$ cat config.mk
export PLATFORM = sky130hd
export DESIGN_NAME = uart_tx
export DESIGN_NICKNAME = d
export VERILOG_FILES = /design/src/rtl/uart_pkg.sv /design/src/rtl/uart_baud_gen.sv /design/src/rtl/uart_tx.sv
export SDC_FILE = /design/constraint.sdc
export NUM_CORES = 1
export LEC_CHECK = 0
export BUFFER_PORTS_ARGS = -buffer_cell sky130_fd_sc_hd__buf_2
export CORE_MARGIN = 2
export CORE_UTILIZATION = 45
export DETAILED_ROUTE_END_ITERATION = 7
export HOLD_SLACK_MARGIN = 0.15
export PLACE_DENSITY_LB_ADDON = 0.2
export SYNTH_ARGS = -nofsm -noshare
export SYNTH_HDL_FRONTEND = slang
export SYNTH_SLANG_ARGS = --single-unit
$ cat constraint.sdc
create_clock -name Clk -period 4.7 [get_ports Clk]
set_input_delay 0.47 -clock Clk [delete_from_list [all_inputs] [get_ports Clk]]
set_output_delay 0.47 -clock Clk [all_outputs]
set_load 0.05 [all_outputs]
$ cat src/rtl/uart_pkg.sv
// uart_pkg -- shared constants for the UART transmitter slice.
//   * FSM state encoding (legacy-compatible 3-bit constants)
//   * default bit period, data width, counter widths
//   * even-parity helper, present only when UART_TX_PARITY_EN is defined
package uart_pkg;

   // Clock cycles per serial bit when the instantiating code does not override it.
   localparam int DEFAULT_BAUDRATE = 24;

   // Payload bits per frame (8N1 or 8E1).
   localparam int DATA_BITS = 8;

   // Baud counter width: covers bit periods up to 8191 cycles.
   localparam int BAUD_CNT_W = 13;

   // Bit counter width: indexes data bits 0..7.
   localparam int BIT_CNT_W = 3;

   // Transmitter FSM encoding. ST_PARITY is only reachable when parity is built in.
   typedef logic [2:0] uart_state_t;

   localparam uart_state_t ST_IDLE   = 3'd0;
   localparam uart_state_t ST_START  = 3'd1;
   localparam uart_state_t ST_DATA   = 3'd2;
   localparam uart_state_t ST_STOP   = 3'd3;
   localparam uart_state_t ST_PARITY = 3'd4;

`ifdef UART_TX_PARITY_EN
   // Even parity: the parity bit makes the total count of ones even.
   function automatic logic even_parity(input logic [DATA_BITS-1:0] d);
      return ^d;
   endfunction
`endif

endpackage

$ cat src/rtl/uart_baud_gen.sv
// uart_baud_gen -- bit-period timer for the UART transmitter.
// Counts clock cycles while the transmitter is running and raises bit_end
// for exactly one cycle at the last cycle of every bit period, so the FSM
// changes bit on the edge that closes the period. The count is held at zero
// while idle and is forced back to zero whenever a new frame starts.
module uart_baud_gen
   import uart_pkg::*;
#(
   parameter int Baudrate = DEFAULT_BAUDRATE
) (
   input  logic clk,
   input  logic rst,
   input  logic run,
   input  logic restart,
   output logic bit_end
);

   // Terminal count of one bit period.
   localparam logic [BAUD_CNT_W-1:0] LAST_CNT = BAUD_CNT_W'(Baudrate - 1);

   logic [BAUD_CNT_W-1:0] baud_cnt;

   // Strobe on the final cycle of the current bit period.
   assign bit_end = run && (baud_cnt == LAST_CNT);

   // Cycle counter: clears on frame start, at every bit boundary and while idle.
   always_ff @(posedge clk or posedge rst) begin
      if (rst) begin
         baud_cnt <= '0;
      end else if (restart || !run || bit_end) begin
         baud_cnt <= '0;
      end else begin
         baud_cnt <= baud_cnt + BAUD_CNT_W'(1);
      end
   end

endmodule

$ cat src/rtl/uart_tx.sv
// uart_tx -- 8-bit UART transmitter with a one-entry holding buffer.
// Frame: start bit (0), data bits LSB first, optional even parity bit, stop
// bit (1). Each bit lasts Baudrate clock cycles. Build option:
//   UART_TX_PARITY_EN  defined   -> 11-bit 8E1 frame (PARITY state after DATA)
//                      undefined -> 10-bit 8N1 frame, no parity logic
//
// Handshake: a byte is taken from Data_in on any rising Clk edge where Valid
// and Ready are both 1. Ready is the registered inverse of "holding buffer
// full"; Valid seen while Ready is 0 has no effect, and upstream must keep
// Data_in stable until the accepting edge.
//
// The FSM state is exported on state_dbg (uart_pkg ST_* encoding).
module uart_tx
   import uart_pkg::*;
#(
   parameter int Baudrate = DEFAULT_BAUDRATE
) (
   input  logic                 Clk,
   input  logic                 Rst,
   input  logic [DATA_BITS-1:0] Data_in,
   input  logic                 Valid,
   output logic                 Ready,
   output logic                 TX,
   output logic                 Busy,
   output logic [2:0]           state_dbg
);

   // Index of the last data bit in the bit counter.
   localparam logic [BIT_CNT_W-1:0] LAST_BIT = BIT_CNT_W'(DATA_BITS - 1);

   uart_state_t           state;
   logic [DATA_BITS-1:0]  buf_data;
   logic                  buf_full;
   logic [DATA_BITS-1:0]  shift_reg;
   logic [BIT_CNT_W-1:0]  bit_cnt;
   logic                  tx_q;
   logic                  bit_end;
   logic                  load;
   logic                  run;
`ifdef UART_TX_PARITY_EN
   logic                  parity_q;
`endif

   // A frame starts either from IDLE or straight out of a finishing STOP bit,
   // whenever the holding buffer has a byte waiting.
   assign load = buf_full &&
                 ((state == ST_IDLE) || ((state == ST_STOP) && bit_end));

   assign run       = (state != ST_IDLE);
   assign Ready     = ~buf_full;
   assign TX        = tx_q;
   assign Busy      = run;
   assign state_dbg = state;

   uart_baud_gen #(
      .Baudrate (Baudrate)
   ) u_baud_gen (
      .clk     (Clk),
      .rst     (Rst),
      .run     (run),
      .restart (load),
      .bit_end (bit_end)
   );

   // Holding buffer: filled on handshake, emptied when the shifter takes it.
   always_ff @(posedge Clk or posedge Rst) begin
      if (Rst) begin
         buf_full <= 1'b0;
         buf_data <= '0;
      end else if (load) begin
         buf_full <= 1'b0;
      end else if (Valid && !buf_full) begin
         buf_full <= 1'b1;
         buf_data <= Data_in;
      end
   end

   // Frame sequencer: drives TX one bit period at a time from the shifter.
   always_ff @(posedge Clk or posedge Rst) begin
      if (Rst) begin
         state     <= ST_IDLE;
         tx_q      <= 1'b1;
         shift_reg <= '0;
         bit_cnt   <= '0;
`ifdef UART_TX_PARITY_EN
         parity_q  <= 1'b0;
`endif
      end else begin
         case (state)
            ST_IDLE: begin
               tx_q <= 1'b1;
               if (load) begin
                  state     <= ST_START;
                  tx_q      <= 1'b0;
                  shift_reg <= buf_data;
                  bit_cnt   <= '0;
`ifdef UART_TX_PARITY_EN
                  parity_q  <= even_parity(buf_data);
`endif
               end
            end

            ST_START: begin
               if (bit_end) begin
                  state   <= ST_DATA;
                  tx_q    <= shift_reg[0];
                  bit_cnt <= '0;
               end
            end

            ST_DATA: begin
               if (bit_end) begin
                  if (bit_cnt == LAST_BIT) begin
                     bit_cnt <= '0;
`ifdef UART_TX_PARITY_EN
                     state   <= ST_PARITY;
                     tx_q    <= parity_q;
`else
                     state   <= ST_STOP;
                     tx_q    <= 1'b1;
`endif
                  end else begin
                     bit_cnt   <= bit_cnt + BIT_CNT_W'(1);
                     shift_reg <= {1'b0, shift_reg[DATA_BITS-1:1]};
                     tx_q      <= shift_reg[1];
                  end
               end
            end

`ifdef UART_TX_PARITY_EN
            ST_PARITY: begin
               if (bit_end) begin
                  state <= ST_STOP;
                  tx_q  <= 1'b1;
               end
            end
`endif

            ST_STOP: begin
               if (bit_end) begin
                  if (load) begin
                     // Back-to-back frame: no idle cycle between stop and start.
                     state     <= ST_START;
                     tx_q      <= 1'b0;
                     shift_reg <= buf_data;
                     bit_cnt   <= '0;
`ifdef UART_TX_PARITY_EN
                     parity_q  <= even_parity(buf_data);
`endif
                  end else begin
                     state <= ST_IDLE;
                     tx_q  <= 1'b1;
                  end
               end
            end

            default: begin
               state <= ST_IDLE;
               tx_q  <= 1'b1;
            end
         endcase
      end
   end

endmodule

# Yosys cells after proc, flatten, opt, wreduce, memory -nomap -nowiden
# Cells that the tools add are included.
[word_totals] word_cells=68 register_bits=37 out_inout_bits=6
[op_classes] n_eq_ne=11 n_addsub=2 muxes=27 reduce_logical=19 bitwise_logic=2
[op_table] op="$mux 8" n=4
[op_table] op="$mux 3" n=10
[op_table] op="$pmux 3 s4" n=2
[op_table] op="$pmux 8 s3" n=1
[op_table] op="$add 13x1->13 const B" n=1
[op_table] op="$eq 13x5->1 const B" n=1
[op_table] op="$mux 13" n=1
[op_table] op="$ne 2x2->1 const B" n=5
[op_table] op="$mux 1" n=8
[op_table] op="$reduce_and 4->1" n=2
[op_table] op="$eq 3x2->1 const B" n=2
[op_table] op="$reduce_bool 3->1" n=2
[op_table] op="$reduce_and 5->1" n=1
[op_table] op="$logic_and 1x1->1" n=4
[op_table] op="$pmux 1 s4" n=1
[op_table] op="$reduce_bool 4->1" n=1
[op_table] op="$add 3x1->3 const B" n=1
[op_table] op="$eq 3x1->1 const B" n=1
[op_table] op="$eq 3x3->1 const B" n=1
[op_table] op="$logic_not 3->1" n=1
[op_table] op="$logic_or 1x1->1" n=3
[op_table] op="$reduce_and 3->1" n=1
[op_table] op="$logic_not 1->1" n=2
[op_table] op="$ne 2x1->1 const B" n=1
[op_table] op="other kinds (3)" n=4

# Logic depth before layout (Yosys ltp)
[depth] word_depth=8 depth_mapped=8

# Modules after synthesis
# A second synthesis with hierarchy kept.
[hier_totals] cells_unflattened=179 hier_area_um2=1968.1
[modules_own_cells] module="uart_tx" n_inst=1 cells_each=107 seq_area_each_um2=576.8 area_per_inst_um2=1252.5
[modules_own_cells] module="uart_baud_gen" n_inst=1 cells_each=72 seq_area_each_um2=325.3 area_per_inst_um2=715.7

# Worst setup path before layout
# No wires, ideal clock.
[synth_timing] path_type="register to register" startpoint="register state[0], in the netlist state_dbg[0]" endpoint="register shift_reg[0]" setup_ps=125 path_buffers=0 arrival_ps=2096 setup_slack_ps=2479 path_stages_with_launch=8 synth_period_minus_slack_ps=2221 path_cell_list="dfrtp_1 inv_1 ha_1 and3b_1 nand4_2 o21ai_2 nand3_4 mux2_4"
[synth_via] elab_chain_cells=8 elab_cells_between_ends=16 classes_between="5 x eq/ne; 3 x mux; 8 x reduce/logical"
[synth_rtl] item="start: declaration" line="uart_tx.sv:31" source="uart_state_t state;"
[synth_rtl] item="start signal: assignment" line="uart_tx.sv:81" source="state <= ST_IDLE;"
[synth_rtl] item="start signal: assignment" line="uart_tx.sv:93" source="state <= ST_START;"
[synth_rtl] item="start signal: assignment" line="uart_tx.sv:105" source="state <= ST_DATA;"
[synth_rtl] item="$reduce_bool 3->1" line="uart_tx.sv:49" source="assign run = (state != ST_IDLE);"
[synth_rtl] item="$logic_and 1x1->1" line="uart_baud_gen.sv:24" source="assign bit_end = run && (baud_cnt == LAST_CNT);"
[synth_rtl] item="$logic_and 1x1->1" line="uart_tx.sv:47" source="((state == ST_IDLE) || ((state == ST_STOP) && bit_end));"
[synth_rtl] item="$logic_or 1x1->1" line="uart_tx.sv:47"
[synth_rtl] item="$logic_and 1x1->1" line="uart_tx.sv:46" source="assign load = buf_full &&"
[synth_rtl] item="$mux 8 (2 in a row)"
[synth_rtl] item="$pmux 8 s3" line="uart_tx.sv:89" source="case (state)"
[synth_rtl] item="end signal: assignment" line="uart_tx.sv:95" source="shift_reg <= buf_data;"
[synth_rtl] item="end signal: assignment" line="uart_tx.sv:124" source="shift_reg <= {1'b0, shift_reg[DATA_BITS-1:1]};"
[synth_rtl] item="end signal: assignment" line="uart_tx.sv:145" source="shift_reg <= buf_data;"
[synth_rtl] item="end: declaration" line="uart_tx.sv:34" source="logic [DATA_BITS-1:0] shift_reg;"
# Parallel ways exist; a longest one is shown, timed or not. The select of a mux whose other input is x is not followed.
# A chain may end at the register's enable or synchronous reset.

# Final worst setup path
[layout_timing] startpoint="register state[0], in the netlist state_dbg[0]" endpoint="register shift_reg[1]"
# The elaborated chain is that of the path after synthesis.

==> results.md <==
- Outcome: completed
- First-pass GRT wire length: 6.11 mm
- Clock sink total: 36
- Largest net degree at the start of global routing: 37
- Top FF cell, synth: dfrtp_1
- Setup crit start kind: flip-flop
- Actual slew at the worst max-slew pin: 0.856 ns
- End point of the critical path: shift_reg[1]
- Grt total ovfl: 0
- Crit path top cell by count: inv_1
- Initial antenna violation count: 0
- R2r startpoint: state_dbg[0]
- Number of stages on the worst setup path: 6
- Hold Fails Final Rpt: 0
- Clock transition at path regs: 0.07 ns
- Seq/Total Area, Yosys: 0.473
- Post-CTS setup buffer count: 0
- Clock tree from TritonCTS: done
- Fillers: 353
- Final worst path period need: 2.28 ns
- Syn_area_per_cell: 11.6 µm²
- Top cells by area, synth: dfrtp_1, mux2_2, mux2_4
- Syn_nets: 184
- Die area: 4770 µm²
- Aggregate global-route resource usage: 0.160
- Power density of the placed cells: 650 nW/µm²
- Yosys top cell area share: 0.459
- MaxCap Viol Count: 0
- Tot Pwr: 1.39 mW
- Most frequent cell after synthesis: dfrtp_1
- Setup violators final: 0
- Critical path class: reg -> reg
- Crit. Startpoint: state_dbg[0]
- Relative slew slack: 0.426
- Yosys cell types: 40
- R2r setup slk: 2.42 ns
- Critical path's largest stage delay: 0.60 ns
- Vias: 1253
- Crit Path Max Fanout: 17
- Routability cong.: 0.770
- Pins Over Slew Limit: 0
- Boundary Pins: 17
- Pre-Repair DR Iteration Count: 4
- Arrival @ worst endpoint: 2.45 ns
- Clock Tree Buf Depth: 2
- EDFF count, synth: 0
- Skew final: 0.00284 ns
- Wirelength per Cell: 14.7 µm
- Mapped Cells: 165
- Mapped Area: 1910 µm²
- FFs w/ async S/R, synth: 1.00
- Total Neg Setup Slack: 0 ns
- RSZ-0062 raised after global routing: no
- DRC Markers: 0
- CP Cell Sequence: inv_1 -> ha_1 -> inv_1 -> a21oi_1 -> nand3_4 -> mux2_4
- Ys Warns: 0
- HPWL after DPL: 2.46 mm
- Worst path bufs/invs: 2
- Vias in the first global route: 1319
- Fmax: 439 MHz
- Hold buffers post-CTS: 0
- Crit end category: flip-flop
- Vias per std cell: 5.35
- Share of cells above drive strength 1: 0.299
- Remaining antenna violation count: 0
- I/O Buffers: 15
- Height of the die: 69.1 µm
- CTS Root Cell: clkbuf_8
- Detailed Route WL: 3.45 mm
- Initial Utilization: 0.473
- Worst path slowest cell: ha_1
- CTS resizes: 0
- Synthesized flop and latch total: 36
- Max reg flops: 13
- Area growth, synth to finish: 12.0%
- Reg area: 902 µm²
- Final Cycle Share: 0.485
- Core area: 4030 µm²
- H-Tree Depth: 2
- Req. time, crit path: 4.87 ns
- Synth cell count leaders: dfrtp_1, nor2_1, mux2_2, nand2_1, inv_1
- Worst-skew pair later-pin latency: 0.29 ns
- PnR worst setup slack: 2.42 ns
- CTS Buf Count: 5
- Family with the most delay on the worst path: adder cells
- Post-synth top area cell: dfrtp_1
- R2r endpoint: shift_reg[1]
- R2r worst-path depth: 6
- Worst Hold Class: in -> async
- ANT cells: 0
- Fin util: 0.530
- Multi-input gate area: 947 µm²
- Nets@finish: 202
- Overall die width: 69.1 µm
- Post-place setup slack: 2.40 ns
- Maximum vdd drop: 0.283 mV
- Iter 0 DRT Violations: 60
- Row cnt: 23
- Leakage power total: 1.03 nW
## cells by family (layout without fill, tap and decap cells)
kind of cell,count (synthesis),in the layout,synth area share
adders and majority gates,8,8,0.0525
muxes,26,26,0.165
buffers and inverters,14,33,0.0302
xor gates and xnor gates,11,11,0.0505
and+or+nand+nor,53,53,0.154
other,1,1,0.00197
DFF,36,36,0.473
AOI/OAI and AO/OA,16,16,0.0722
## layout make-up
cell class	instances	area share
Timing Repair Buffer	16	0.0387
Sequential cell	36	0.422
Clock inverter	2	0.0164
Tap cell	50	0.0293
Clock buffer	6	0.0340
Multi-Input combinational cell	115	0.443
Inverter	9	0.0158
## metrics by stage
step / std cells / area, µm² / hold WS [ns]
after CTS: 234 / 2140 / 0.286
after floorplan: 165 / 1910 / 0.455
after detailed placement: 226 / 2030 / 0.482
after global placement: 226 / 2030 / 0.472
after global routing: 234 / 2140 / 0.310
final: 234 / 2140 / 0.273
## layer usage
layer  GRT usage  vias up  wire [µm]
met4      0.0741        0         53
met3      0.0395        6         86
li1            -      603          -
met1       0.192      630       1510
met2       0.271       14       1800
met5           0        -          0
## how the worst min path moves through the flow
stage	start	end	slack, ns
6_report	Rst	u_baud_gen.baud_cnt[7]	0.27
2_1_floorplan	u_baud_gen.baud_cnt[0]	u_baud_gen.baud_cnt[0]	0.46
3_3_place_gp	u_baud_gen.baud_cnt[0]	u_baud_gen.baud_cnt[0]	0.47
4_1_cts	Rst	buf_data[4]	0.29
3_5_place_dp	u_baud_gen.baud_cnt[0]	u_baud_gen.baud_cnt[0]	0.48
5_1_grt	Rst	u_baud_gen.baud_cnt[7]	0.31
## where the power goes
part	switching (mW)	internal, mW	total, mW
Clock	0.110	0.157	0.267
Combinational	0.328	0.291	0.620
Sequential	0.0803	0.421	0.501
## worst min-delay path: cells and delay by family
kind | cells | cell delay [ns]
buffers and inverters | 3 | 0.53
## placed cells by master (no fill, tap or decap), types with 2 or more instances in the layout
| cell type | instances |
|---|---|
| nand2_1 | 11 |
| clkbuf_8 | 5 |
| nand3_1 | 6 |
| a21oi_1 | 2 |
| mux2_2 | 16 |
| xnor2_1 | 7 |
| mux2_4 | 7 |
| nor3_1 | 4 |
| inv_1 | 9 |
| dfrtp_1 | 35 |
| o21ai_0 | 4 |
| buf_2 | 15 |
| xor2_1 | 4 |
| and3_1 | 3 |
| ha_1 | 8 |
| nor2_1 | 20 |
| mux2i_1 | 3 |
(Power assumes the default switching activity.)
